## src/rtl/nibble_arbiter.sv

```systemverilog
// nibble_arbiter: two-source round-robin arbiter feeding one registered
// 4-bit output stage through a shared 2:1 nibble mux, with per-source
// grant counters.

// Shared datapath mux: selects source B when i_sel is high.
module mux4bit_sel (
  input  logic [3:0] i_a,
  input  logic [3:0] i_b,
  input  logic       i_sel,
  output logic [3:0] o_y
);
  assign o_y = i_sel ? i_b : i_a;
endmodule

module nibble_arbiter #(
  parameter int CNT_W = 8
) (
  input  logic             clk,
  input  logic             rst_n,
  input  logic             a_valid,
  input  logic [3:0]       a_data,
  output logic             a_ready,
  input  logic             b_valid,
  input  logic [3:0]       b_data,
  output logic             b_ready,
  output logic             sel,
  output logic             y_valid,
  output logic [3:0]       y_data,
  input  logic             y_ready,
  input  logic             cnt_clr,
  output logic [CNT_W-1:0] cnt_a,
  output logic [CNT_W-1:0] cnt_b
);

  typedef enum logic {S_EMPTY = 1'b0, S_FULL = 1'b1} state_t;

  state_t           r_state;
  state_t           w_state_nxt;
  logic             r_last;      // 0 = A granted last, 1 = B granted last
  logic [3:0]       r_y_data;
  logic [CNT_W-1:0] r_cnt_a;
  logic [CNT_W-1:0] r_cnt_b;

  logic             w_can_accept;
  logic             w_grant_a;
  logic             w_grant_b;
  logic             w_any_grant;
  logic [3:0]       w_mux_y;

  // Readies are also held low while rst_n is asserted: a beat taken during
  // reset would be thrown away, so the arbiter must not claim it.
  assign w_can_accept = rst_n & ((r_state == S_EMPTY) | y_ready);
  assign w_grant_a    = w_can_accept & a_valid & (~b_valid | r_last);
  assign w_grant_b    = w_can_accept & b_valid & (~a_valid | ~r_last);
  assign w_any_grant  = w_grant_a | w_grant_b;

  assign a_ready = w_grant_a;
  assign b_ready = w_grant_b;
  assign sel     = w_grant_b;

  mux4bit_sel u_mux (
    .i_a   (a_data),
    .i_b   (b_data),
    .i_sel (w_grant_b),
    .o_y   (w_mux_y)
  );

  // Output-stage state register.
  always_ff @(posedge clk or negedge rst_n) begin
    if (!rst_n) r_state <= S_EMPTY;
    else        r_state <= w_state_nxt;
  end

  // Output-stage next state: a grant always fills; a drain without refill empties.
  always_comb begin
    w_state_nxt = r_state;
    case (r_state)
      S_EMPTY: if (w_any_grant) w_state_nxt = S_FULL;
      S_FULL:  if (y_ready && !w_any_grant) w_state_nxt = S_EMPTY;
      default: w_state_nxt = S_EMPTY;
    endcase
  end

  // Output-stage outputs decoded from state.
  always_comb begin
    y_valid = (r_state == S_FULL);
  end

  // Winning nibble capture and round-robin pointer update; both hold without a grant.
  always_ff @(posedge clk or negedge rst_n) begin
    if (!rst_n) begin
      r_y_data <= 4'h0;
      r_last   <= 1'b1;  // so A wins the first tie
    end else if (w_any_grant) begin
      r_y_data <= w_mux_y;
      r_last   <= w_grant_b;
    end
  end

  // Grant counters; clear wins over a same-cycle grant.
  always_ff @(posedge clk or negedge rst_n) begin
    if (!rst_n) begin
      r_cnt_a <= '0;
      r_cnt_b <= '0;
    end else if (cnt_clr) begin
      r_cnt_a <= '0;
      r_cnt_b <= '0;
    end else begin
      if (w_grant_a) r_cnt_a <= r_cnt_a + CNT_W'(1);
      if (w_grant_b) r_cnt_b <= r_cnt_b + CNT_W'(1);
    end
  end

  assign y_data = r_y_data;
  assign cnt_a  = r_cnt_a;
  assign cnt_b  = r_cnt_b;

endmodule
```

## config.mk

```make
export PLATFORM = sky130hd
export DESIGN_NAME = nibble_arbiter
export DESIGN_NICKNAME = d
export VERILOG_FILES = /design/src/rtl/nibble_arbiter.sv
export SDC_FILE = /design/constraint.sdc
export NUM_CORES = 1
export LEC_CHECK = 0
export ABC_AREA = 1
export CORE_ASPECT_RATIO = 2
export CORE_MARGIN = 4
export CORE_UTILIZATION = 46
export DETAILED_ROUTE_END_ITERATION = 16
export GPL_ROUTABILITY_DRIVEN = 0
export PLACE_DENSITY = 0.78
export SKIP_CTS_REPAIR_TIMING = 1
export SLEW_MARGIN = 15
export SYNTH_ARGS = -nofsm -noshare
export SYNTH_HDL_FRONTEND = slang
export SYNTH_HIERARCHICAL = 1
export SYNTH_SLANG_ARGS = --single-unit
```

## constraint.sdc

```tcl
create_clock -name clk -period 1.7 [get_ports clk]
set_clock_uncertainty 0.15 [all_clocks]
set_input_delay 0.34 -clock clk [delete_from_list [all_inputs] [get_ports clk]]
set_output_delay 0.34 -clock clk [all_outputs]
set_load 0.02 [all_outputs]
```

==> key figures <==
Run status
  • Status: finished with violations
  • Failing checks: negative setup slack

Power and ir drop
  • Int Pwr: 946.2 uW
  • LEAKAGE: 1.248 nW
  • P_sw: 429.3 uW
  • PD cells: 741.8 mW/mm2
  • PnR Total Power: 1.375 mW
  • Logic gate share of total power: 27.7%
  • Flop pwr share: 44.0%
  • Clock share of power: 28.3%
  • Sw frac: 31.21%
  • Peak VDD IR: 0.0005092 V

Critical path
  • R2R Path Start: r_last
  • Crit. End Element: output pin
  • Max FO, Critical Path: 2
  • Worst R2R End: cnt_b[0]
  • FF-to-FF setup slack: 0.14 ns
  • R2R depth: 7
  • WS Path Type: reg -> out
  • Top Family by Delay on Critical Path: flip-flops
  • CP max stage delay: 0.55 ns
  • Crit-path slowest cell: dfstp_2
  • Critical Path Source Type: flip-flop
  • Critical path, cell by cell: inv_2 -> nand2_2 -> nand2_4 -> nor2_8 -> buf_6
  • CP arrival: 1.23 ns
  • Crit path required time: 1.21 ns
  • CP bufs+invs: 2

Timing
  • Fin crit share: 101.1%
  • RSZ-0062 raised after global routing: true
  • Max Slew Vio Count: 0
  • Final worst slack: -0.01929 ns
  • Setup violators final: 1
  • Worst-Margin Slew: 0.2924 ns
  • Hold Fails Final Rpt: 0
  • Maximum clock rate: 581.6 MHz
  • Relative slew margins: 80.51%
  • Setup_tns: -0.01929 ns
  • Min Tclk post-route: 1.719 ns

Routing
  • First-pass iteration count of the detailed router: 4
  • DR iter-0 viols: 58
  • Post-route ant nets: 0
  • DRC errors left: 0
  • Vias after detailed routing: 1311
  • Final WL: 3460 um
  • DR WL/cell: 14.01 um
  • Vias per cell: 5.308

Synth
  • Flops & latches, synth: 22
  • Average cell area after synthesis: 7.441 um2
  • Syn_nets: 186
  • Post-Syn Area: 0.001265 mm2
  • Synth unique cells: 20
  • Post-synthesis sequential area ratio: 43.62%
  • Syn. warnings: 6
  • Synth Instances: 170

Placed design
  • HPWL Detailed: 2625 um
  • Port buffer count: 37
  • Dpl ws: -0.5557 ns
  • Dpl cells: 242

Layout
  • Final core utilization: 71.25%
  • Number of fill cells: 213
  • # diodes: 0
  • Area Growth Syn to Fin: 46.59%
  • Most frequent cells in the layout: nand2_1 (61), dlymetal6s2s_1 (25), dfrtp_1 (21), nand3_1 (16), inv_1 (15)
  • Ratio of cells with drive above 1 in the final layout: 15.53%
  • Commonest non-fill, non-tap cell in the layout: nand2_1
  • Nets: 236
  • Layout Cells excl Fill: 247

Clock tree
  • CTS root buf: clkbuf_8
  • # H-tree levels: 1
  • TritonCTS Buffers: 3
  • CTS tree: built
  • Clock Sinks: 22
  • CTS Buffer Depth: 2
  • Clock latency on the worst-skew pair: 0.27 ns
  • Clock-pin slew on the worst setup and hold paths: 0.08 ns

GRT
  • Overflow after GRT: 0
  • Vias in the first global route: 1390
  • Initial antenna violation count: 0
  • GRT Util Overall: 21.21%
  • Global-route wire length before repair: 5927 um
  • Largest net degree at the start of global routing: 23

Floorplanning
  • Core box area: 0.002603 mm2
  • Core Rows: 26
  • Starting Density: 48.61%
  • Chip width: 45.08 um
  • Die Ht: 82.16 um
  • I/O Pins: 38
  • Die ar.: 0.003704 mm2

Job
  • Max_cap viols: 0

Min path
  • Hold Crit Class: in -> async
-- layer usage --
metal | global-route usage (%) | up-vias | wire length (um)
li1 | - | 642 | -
met1 | 22.34 | 626 | 1240
met2 | 39.63 | 38 | 1996
met3 | 2.820 | 5 | 168
met4 | 9.384 | 0 | 54
met5 | 0 | - | 0
-- Yosys cell counts --
library cell,instances,area share [%]
buf_2,1,0.40
inv_1,16,4.7
a21oi_1,4,1.6
dfrtp_1,21,42
nand4_1,7,3.5
nor2_1,14,4.2
buf_4,1,0.59
a21oi_2,2,1.4
nor2_2,2,0.99
nor2_8,2,3.2
o21ai_0,8,3.2
nand2_2,3,1.5
buf_6,2,1.8
dfstp_2,1,2.1
nand2_1,62,18
nand3_1,16,6.3
inv_2,1,0.30
ha_1,2,2.0
nand2_4,1,0.89
o21ai_1,4,1.6
-- registers in the layout, indices dropped and copies added (netlist names) --
register / count
cnt_a: 8
cnt_b: 8
y_data: 4
r_last: 1
y_valid: 1
-- layout make-up --
type	instances	area [um2]	area share, %
Tap cell	28	35.03	1.889
Timing Repair Buffer	49	524.3	28.27
Inverter	17	63.81	3.441
Multi-Input combinational cell	127	624.3	33.67
Clock buffer	4	55.05	2.969
Sequential cell	22	551.8	29.76
-- worst reg2reg max path, cell delays in order, from the launching register on --
cell,delay [ns]
dfstp_2,0.55
nand2_1,0.06
nand2_2,0.11
nor2_8,0.05
buf_6,0.17
nor2_2,0.20
inv_1,0.10
o21ai_1,0.12
-- how the worst max path moves through the flow --
stage	startpoint	endpoint	slack, ns	cells past startpoint
global placement	rst_n	a_ready	-0.56	4
CTS	rst_n	b_ready	-0.58	4
global route	r_last	a_ready	-0.08	5
finish	r_last	a_ready	-0.02	5
floorplan	y_valid	sel	0.07	5
detailed placement	y_ready	a_ready	-0.56	6
-- logic make-up after synthesis --
family	Yosys count	share of synthesized area (%)
adder cells (fa/ha/maj)	2	1.978
flip-flops	22	43.62
buffers and inverters	21	7.814
AO/OA/AOI/OAI	18	7.716
AND/OR/NAND/NOR	107	38.87
-- stage by stage --
stage | hold slack (ns) | cell area (um2)
6_report | 0.07536 | 1854
2_1_floorplan | -0.1056 | 1265
3_5_place_dp | 0.3141 | 1718
5_1_grt | 0.1045 | 1854
3_3_place_gp | 0.3138 | 1718
4_1_cts | 0.3429 | 1773
-- power by group through the flow --
stage	Combinational (mW)	Clock [mW]	Sequential (mW)
finish	0.381	0.389	0.605
global route	0.413	0.415	0.614
CTS	0.380	0.387	0.604
detailed placement	0.378	0	0.614
global placement	0.371	0	0.613
floorplan	0.148	0	0.663
Power figures use the tool's default switching activity.
